==> config.mk <==
export PLATFORM = sky130hd
export DESIGN_NAME = uart_tx_fifo_flat
export DESIGN_NICKNAME = d
export VERILOG_FILES = /design/src/rtl/uart_tx_fifo_if.sv /design/src/rtl/uart_tx_fifo.sv /design/src/flat_wrapper.sv
export SDC_FILE = /design/constraint.sdc
export NUM_CORES = 1
export LEC_CHECK = 0
export ABC_CLOCK_PERIOD_IN_PS = 6300
export CAP_MARGIN = 20
export CORE_MARGIN = 1.5
export CORE_UTILIZATION = 40
export CTS_CLUSTER_DIAMETER = 150
export DETAILED_ROUTE_END_ITERATION = 7
export PLACE_DENSITY_LB_ADDON = 0.25
export RECOVER_POWER = 25
export SYNTH_ARGS = -nofsm -noshare
export SYNTH_HDL_FRONTEND = slang
export SYNTH_SLANG_ARGS = --single-unit
==> constraint.sdc <==
create_clock -name i_clock -period 6.3 [get_ports i_clock]
set_clock_uncertainty 0.2 [all_clocks]
set_input_delay 0.63 -clock i_clock [delete_from_list [all_inputs] [get_ports i_clock]]
set_output_delay 0.63 -clock i_clock [all_outputs]
set_load 0.05 [all_outputs]
==> src/rtl/uart_tx_fifo_if.sv <==
// Host/UART-side signal bundle for uart_tx_fifo: push port, status flags and uart_ip launch handshake.
// The slave modport is the FIFO's view; the master modport is the host/uart_ip side.
interface uart_tx_fifo_if #(
    parameter int DATA_W = 8,
    parameter int ADDR_W = 4
);
    logic              uart_en;
    logic              wr_en;
    logic [DATA_W-1:0] wr_data;
    logic              flush;
    logic              full;
    logic              empty;
    logic [ADDR_W:0]   count;
    logic              overflow;
    logic              busy;
    logic              start_tx;
    logic [DATA_W-1:0] data_in;
    logic              tx_done;

    modport master (
        output uart_en, wr_en, wr_data, flush, tx_done,
        input  full, empty, count, overflow, busy, start_tx, data_in
    );

    modport slave (
        input  uart_en, wr_en, wr_data, flush, tx_done,
        output full, empty, count, overflow, busy, start_tx, data_in
    );
endinterface

==> src/rtl/uart_tx_fifo.sv <==
// Circular byte FIFO feeding uart_ip one frame at a time; first start_tx two edges after a push into an idle empty FIFO.
// Pushes while full are dropped with a one-cycle overflow pulse; the next launch waits for tx_done of the current frame.
module uart_tx_fifo #(
    parameter int DEPTH  = 16,
    parameter int ADDR_W = 4,
    parameter int DATA_W = 8
) (
    input  logic             i_clock,
    input  logic             i_reset,
    uart_tx_fifo_if.slave    bus
);
    localparam logic [1:0] S_IDLE  = 2'd0;
    localparam logic [1:0] S_START = 2'd1;
    localparam logic [1:0] S_WAIT  = 2'd2;

    localparam logic [ADDR_W:0]   C_DEPTH   = (ADDR_W + 1)'(DEPTH);
    localparam logic [ADDR_W:0]   C_CNT_ONE = (ADDR_W + 1)'(1);
    localparam logic [ADDR_W-1:0] C_PTR_ONE = ADDR_W'(1);

    logic [DATA_W-1:0] r_mem [DEPTH];
    logic [ADDR_W-1:0] r_wr_ptr;
    logic [ADDR_W-1:0] r_rd_ptr;
    logic [ADDR_W:0]   r_count;
    logic [1:0]        r_state;
    logic [DATA_W-1:0] r_data_in;
    logic              r_overflow;

    logic w_full;
    logic w_empty;
    logic w_push;
    logic w_drop;
    logic w_launch;

    // Full/empty come from the pre-edge count, so a push into a full FIFO is
    // dropped even when a launch frees a slot on the same edge.
    assign w_full   = (r_count == C_DEPTH);
    assign w_empty  = (r_count == '0);
    assign w_push   = bus.wr_en && !w_full && !bus.flush;
    assign w_drop   = bus.wr_en &&  w_full && !bus.flush;
    assign w_launch = (r_state == S_IDLE) && bus.uart_en && !w_empty && !bus.flush;

    always_ff @(posedge i_clock) begin
        if (w_push && !i_reset) begin
            r_mem[r_wr_ptr] <= bus.wr_data;
        end
    end

    always_ff @(posedge i_clock) begin
        if (i_reset) begin
            r_wr_ptr   <= '0;
            r_rd_ptr   <= '0;
            r_count    <= '0;
            r_overflow <= 1'b0;
        end else begin
            r_overflow <= w_drop;
            if (bus.flush) begin
                r_wr_ptr <= '0;
                r_rd_ptr <= '0;
                r_count  <= '0;
            end else begin
                if (w_push) begin
                    r_wr_ptr <= r_wr_ptr + C_PTR_ONE;
                end
                if (w_launch) begin
                    r_rd_ptr <= r_rd_ptr + C_PTR_ONE;
                end
                case ({w_push, w_launch})
                    2'b10:   r_count <= r_count + C_CNT_ONE;
                    2'b01:   r_count <= r_count - C_CNT_ONE;
                    default: r_count <= r_count;
                endcase
            end
        end
    end

    // Flush clears the queue only; the frame already handed to uart_ip runs to completion.
    always_ff @(posedge i_clock) begin
        if (i_reset) begin
            r_state   <= S_IDLE;
            r_data_in <= '0;
        end else begin
            case (r_state)
                S_IDLE: begin
                    if (w_launch) begin
                        r_data_in <= r_mem[r_rd_ptr];
                        r_state   <= S_START;
                    end
                end
                S_START: r_state <= S_WAIT;
                S_WAIT: begin
                    if (bus.tx_done) begin
                        r_state <= S_IDLE;
                    end
                end
                default: r_state <= S_IDLE;
            endcase
        end
    end

    assign bus.full     = w_full;
    assign bus.empty    = w_empty;
    assign bus.count    = r_count;
    assign bus.overflow = r_overflow;
    assign bus.start_tx = (r_state == S_START);
    assign bus.busy     = (r_state == S_START) || (r_state == S_WAIT);
    assign bus.data_in  = r_data_in;
endmodule

==> src/flat_wrapper.sv <==
// flat-port wrapper written by rule: the top's interface ports become plain ports
module uart_tx_fifo_flat 
#(
    parameter int DEPTH  = 16,
    parameter int ADDR_W = 4,
    parameter int DATA_W = 8
)
  (i_clock, i_reset, bus_uart_en, bus_wr_en, bus_wr_data, bus_flush, bus_tx_done, bus_full, bus_empty, bus_count, bus_overflow, bus_busy, bus_start_tx, bus_data_in);
  uart_tx_fifo_if #(.DATA_W(DATA_W), .ADDR_W(ADDR_W)) bus_i ();
  input  logic i_clock;
  input  logic i_reset;
  input wire logic [$bits(bus_i.uart_en)-1:0] bus_uart_en;
  input wire logic [$bits(bus_i.wr_en)-1:0] bus_wr_en;
  input wire logic [$bits(bus_i.wr_data)-1:0] bus_wr_data;
  input wire logic [$bits(bus_i.flush)-1:0] bus_flush;
  input wire logic [$bits(bus_i.tx_done)-1:0] bus_tx_done;
  output wire logic [$bits(bus_i.full)-1:0] bus_full;
  output wire logic [$bits(bus_i.empty)-1:0] bus_empty;
  output wire logic [$bits(bus_i.count)-1:0] bus_count;
  output wire logic [$bits(bus_i.overflow)-1:0] bus_overflow;
  output wire logic [$bits(bus_i.busy)-1:0] bus_busy;
  output wire logic [$bits(bus_i.start_tx)-1:0] bus_start_tx;
  output wire logic [$bits(bus_i.data_in)-1:0] bus_data_in;
  assign bus_i.uart_en = bus_uart_en;
  assign bus_i.wr_en = bus_wr_en;
  assign bus_i.wr_data = bus_wr_data;
  assign bus_i.flush = bus_flush;
  assign bus_i.tx_done = bus_tx_done;
  assign bus_full = bus_i.full;
  assign bus_empty = bus_i.empty;
  assign bus_count = bus_i.count;
  assign bus_overflow = bus_i.overflow;
  assign bus_busy = bus_i.busy;
  assign bus_start_tx = bus_i.start_tx;
  assign bus_data_in = bus_i.data_in;
  uart_tx_fifo #(.DEPTH(DEPTH), .ADDR_W(ADDR_W), .DATA_W(DATA_W)) u_core (.i_clock(i_clock), .i_reset(i_reset), .bus(bus_i));
endmodule
==> flow_summary.html <==
<table>
<tr><th>Metric</th><th>Value</th></tr>
<tr><th colspan="2">Outcome</th></tr>
<tr><td>Result of the run</td><td>finished clean</td></tr>
<tr><th colspan="2">Timing</th></tr>
<tr><td>Peak Freq</td><td>0.301 GHz</td></tr>
<tr><td>Slew @ Worst Pin</td><td>0.795 ns</td></tr>
<tr><td>Minimum clock period after layout</td><td>3.32 ns</td></tr>
<tr><td>Setup repair after global routing missed its margin</td><td>no</td></tr>
<tr><td>Final Hold Slack</td><td>0.303 ns</td></tr>
<tr><td>Fin. max-slew vios</td><td>0</td></tr>
<tr><td>Max transition margin</td><td>0.468</td></tr>
<tr><td>Endpoints failing setup</td><td>0</td></tr>
<tr><td>Share of the clock period used by the worst path</td><td>0.527</td></tr>
<tr><td>Hold Vio Cnt, Final</td><td>0</td></tr>
<tr><td>Final TNS setup</td><td>0 ns</td></tr>
<tr><th colspan="2">Worst setup path</th></tr>
<tr><td>Required time of the critical path</td><td>6.45 ns</td></tr>
<tr><td>Worst reg2reg setup slack</td><td>2.98 ns</td></tr>
<tr><td>Reg2Reg Depth</td><td>11</td></tr>
<tr><td>Crit-path max FO</td><td>7</td></tr>
<tr><td>Critical path data arrival time</td><td>3.47 ns</td></tr>
<tr><td>Startpoint type of the worst setup path</td><td>register</td></tr>
<tr><td>Category of the most critical setup path</td><td>reg2reg</td></tr>
<tr><td>Capture point of the worst reg-to-reg path</td><td>u_core.bus.count[4]$_SDFFE_PP0P_</td></tr>
<tr><td>Critical path origin</td><td>u_core.bus.count[0]$_SDFFE_PP0P_</td></tr>
<tr><td>Critical R2R Launch</td><td>u_core.bus.count[0]$_SDFFE_PP0P_</td></tr>
<tr><td>Critical Path Sink Type</td><td>register</td></tr>
<tr><th colspan="2">Hold path</th></tr>
<tr><td>Worst hold path cell count</td><td>2</td></tr>
<tr><td>Hold WC Path Type</td><td>reg2reg</td></tr>
<tr><td>Destination of the worst hold path</td><td>u_core.bus.count[3]$_SDFFE_PP0P_</td></tr>
<tr><td>Hold Path Origin</td><td>u_core.bus.count[3]$_SDFFE_PP0P_</td></tr>
<tr><th colspan="2">Layout</th></tr>
<tr><td>Diode insertion count for antenna repair</td><td>0</td></tr>
<tr><td>Share of cells above drive strength 1</td><td>0.113</td></tr>
<tr><td>Post-layout net count</td><td>482</td></tr>
<tr><td>Synth-to-layout area growth</td><td>16.7%</td></tr>
<tr><td>Register cell area after layout</td><td>0.00433 mm²</td></tr>
<tr><td>Area occupied by multi-input gates</td><td>0.00181 mm²</td></tr>
<tr><td>Number of inserted filler cells in the final layout</td><td>1355</td></tr>
<tr><th colspan="2">Route</th></tr>
<tr><td>Total vias in the final route</td><td>3561</td></tr>
<tr><td>Average wire per cell in the routed design</td><td>19.2 µm</td></tr>
<tr><td>Total routed wirelength</td><td>13.0 mm</td></tr>
<tr><td>First-pass iteration count of the detailed router</td><td>5</td></tr>
<tr><td>Via count normalized by instance count</td><td>5.25</td></tr>
<tr><td>Post-route ant nets</td><td>0</td></tr>
<tr><td>Number of DRC markers after the initial detailed-route iteration</td><td>254</td></tr>
<tr><td>DRC violations left</td><td>0</td></tr>
<tr><th colspan="2">GRT</th></tr>
<tr><td>Global-route wire length before repair</td><td>20.1 mm</td></tr>
<tr><td>Number of global-route vias before repair</td><td>3586</td></tr>
<tr><td>Number of antenna violations at the first check in global routing</td><td>0</td></tr>
<tr><td>Largest net degree at the start of global routing</td><td>35</td></tr>
<tr><td>Gr usage total</td><td>0.169</td></tr>
<tr><td>Overflow after GRT</td><td>0</td></tr>
<tr><th colspan="2">Pwr</th></tr>
<tr><td>Sw frac</td><td>0.235</td></tr>
<tr><td>LEAKAGE</td><td>2.24 nW</td></tr>
<tr><td>Sequential group share of total power</td><td>0.509</td></tr>
<tr><td>Psw</td><td>0.507 mW</td></tr>
<tr><td>Proportion of power drawn by combinational gates</td><td>0.053</td></tr>
<tr><td>Total power per unit cell area</td><td>294 mW/mm²</td></tr>
<tr><td>Power share of the clock group</td><td>0.437</td></tr>
<tr><td>VDD IR max</td><td>0.000185 V</td></tr>
<tr><td>Internal Power</td><td>1.65 mW</td></tr>
<tr><th colspan="2">Logic synthesis</th></tr>
<tr><td>Number of library cell types mapped by synthesis</td><td>40</td></tr>
<tr><td>Post-synth net total</td><td>451</td></tr>
<tr><td>Seq cells post-synth</td><td>152</td></tr>
<tr><td>Gate count after technology mapping</td><td>423</td></tr>
<tr><td>Sequential area share after synthesis</td><td>0.686</td></tr>
<tr><td>Synthesis Warnings</td><td>0</td></tr>
<tr><td>Synthesized cell area</td><td>0.00630 mm²</td></tr>
<tr><td>Per-instance average area after synthesis</td><td>14.9 µm²</td></tr>
<tr><th colspan="2">Clock network</th></tr>
<tr><td>Hold bufs inserted after CTS</td><td>0</td></tr>
<tr><td>Resized Gates After CTS</td><td>0</td></tr>
<tr><td>Number of sinks driven by the clock tree</td><td>152</td></tr>
<tr><td>TritonCTS clock tree</td><td>yes</td></tr>
<tr><td>CTS Buf Count</td><td>17</td></tr>
<tr><td>Clock latency of the later-clocked register in the worst-skew pair</td><td>0.42 ns</td></tr>
<tr><td>Max H-tree Level</td><td>4</td></tr>
<tr><td># Post-CTS Setup Buffers</td><td>0</td></tr>
<tr><td>Clk Tree Root Cell</td><td>clkbuf_16</td></tr>
<tr><td>Clock-pin transition on the worst setup and hold timing paths</td><td>0.06 ns</td></tr>
<tr><td>Maximum root-to-sink buffer count</td><td>2</td></tr>
<tr><th colspan="2">Floorplan</th></tr>
<tr><td>Die area</td><td>0.0165 mm²</td></tr>
<tr><td>Total core area</td><td>0.0153 mm²</td></tr>
<tr><td>Starting utilization of the core area</td><td>0.411</td></tr>
<tr><td>Die Y-Extent</td><td>129 µm</td></tr>
<tr><td>Total number of placement rows</td><td>45</td></tr>
<tr><td>Number of top-level pins</td><td>32</td></tr>
<tr><td>Chip width</td><td>129 µm</td></tr>
<tr><th colspan="2">Run</th></tr>
<tr><td>Max-Cap Viols</td><td>0</td></tr>
<tr><th colspan="2">Placed design</th></tr>
<tr><td>Global placer's final weighted congestion</td><td>0.798</td></tr>
<tr><td>Post-DP HPWL</td><td>8.43 mm</td></tr>
<tr><td>Total of buffers placed on input and output ports</td><td>31</td></tr>
</table>
cells by family after synthesis:
logic type | after synthesis | synth area share
adders and majority gates | 14 | 0.0290
muxes | 68 | 0.108
AOI/OAI and AO/OA | 60 | 0.0725
and+or+nand+nor | 85 | 0.0649
buffers and inverters | 36 | 0.0270
DFF | 152 | 0.686
xor gates and xnor gates | 8 | 0.0123
cell usage in the layout (no fill, tap or decap), drive strengths merged:
cell type	instances
fa	1
nor4	3
nand4	2
nand3	1
nand2b	5
a21o	1
a311oi	6
clkbuf	20
xnor2	3
o22ai	26
edfxtp	128
dlygate4sd3	7
ha	13
clkinvlp	1
inv	20
buf	2
clkinv	6
nor4b	1
mux2i	68
nor3	5
a211oi	3
nor2	44
or3b	2
clkdlybuf4s50	24
o221ai	6
xor2	5
dfxtp	24
nand2	10
nor2b	4
or2	2
nand3b	3
a21oi	6
or3	2
or4	1
o21ai	10
o211a	2
metrics by stage:
| step | instances | util | cell area (µm²) | power, mW | worst slack [ns] |
|---|---|---|---|---|---|
| 2_1_floorplan | 423 | - | 6300 | 1.19 | 3.06 |
| 3_3_place_gp | 642 | 0.442 | 6760 | 1.24 | 2.63 |
| 3_5_place_dp | 642 | 0.442 | 6760 | 1.24 | 2.52 |
| 4_1_cts | 674 | 0.478 | 7320 | 2.19 | 2.88 |
| 5_1_grt | 678 | 0.480 | 7350 | 2.24 | 2.76 |
| 6_report | 678 | 0.480 | 7350 | 2.16 | 2.98 |
layer usage:
metal / track usage / vias to the layer above / share of wire
met3: 0.0486 / 19 / 0.051
met4: 0.0687 / 0 / 0.019
met2: 0.276 / 94 / 0.49
met5: 0 / - / 0
li1: - / 1671 / -
met1: 0.213 / 1777 / 0.44
Yosys cell counts, drive strengths merged:
cell	instances	area (µm²)
nor2	44	165
buf	13	83.8
o221ai	6	52.6
o22ai	26	163
o211a	2	27.5
or2	2	12.5
or3b	2	17.5
a211oi	3	32.5
a21oi	6	30.0
xnor2	3	26.3
or3	2	12.5
nor4	3	18.8
dfxtp	24	480
nand3b	3	22.5
nand4	2	12.5
fa	1	20.0
nand3	1	5.00
nor4b	1	8.76
mux2i	68	681
nand2	10	45.0
edfxtp	128	3840
nor2b	4	25.0
nor3	5	25.0
ha	13	163
clkbuf	11	41.3
or4	1	7.51
nand2b	5	31.3
a311oi	6	90.1
o21ai	10	53.8
xor2	5	51.3
a21o	1	7.51
inv	12	45.0
cell type report:
| type | count | area share |
|---|---|---|
| sequential | 152 | 0.589 |
| tap | 211 | 0.0359 |
| multi-input combinational | 235 | 0.246 |
| clock buffer | 17 | 0.0579 |
| inverter | 12 | 0.00613 |
| clock inverter | 15 | 0.0186 |
| timing repair buffer | 36 | 0.0470 |
critical path, cell delays in order, from the launching register on:
cell	delay, ns
dfxtp_1	0.35
or4_1	0.69
o211a_1	0.32
inv_1	0.07
ha_1	0.24
inv_1	0.10
fa_1	0.39
nor2b_1	0.16
o21ai_0	0.12
nor4b_1	0.17
or3_1	0.32
a21oi_1	0.12
sequential cells by signal, summed over array words and instances (netlist names):
signal / flops
u_core.r_wr_ptr: 4
u_core.r_state: 2
u_core.r_rd_ptr: 4
u_core.bus.data_in: 8
u_core.bus.count: 5
u_core.r_mem: 128
u_core.bus.overflow: 1
power by group through the flow:
stage,Sequential [mW],Clock [mW],Combinational (mW)
final,1.10,0.945,0.115
after global routing,1.10,1.01,0.126
after CTS,1.10,0.968,0.118
after detailed placement,1.12,0,0.118
after global placement,1.12,0,0.114
after floorplan,1.13,0,0.0648
worst max-delay path by stage:
stage	end	slack (ns)	cells past startpoint
2_1_floorplan	u_core.bus.count[4]$_SDFFE_PP0P_	3.06	11
3_3_place_gp	u_core.r_mem[2][3]$_DFFE_PP_	2.63	5
3_5_place_dp	u_core.r_mem[1][5]$_DFFE_PP_	2.52	5
4_1_cts	u_core.r_mem[3][6]$_DFFE_PP_	2.88	5
5_1_grt	u_core.bus.count[4]$_SDFFE_PP0P_	2.76	11
6_report	u_core.bus.count[4]$_SDFFE_PP0P_	2.98	11
Power figures use the tool's default switching activity.
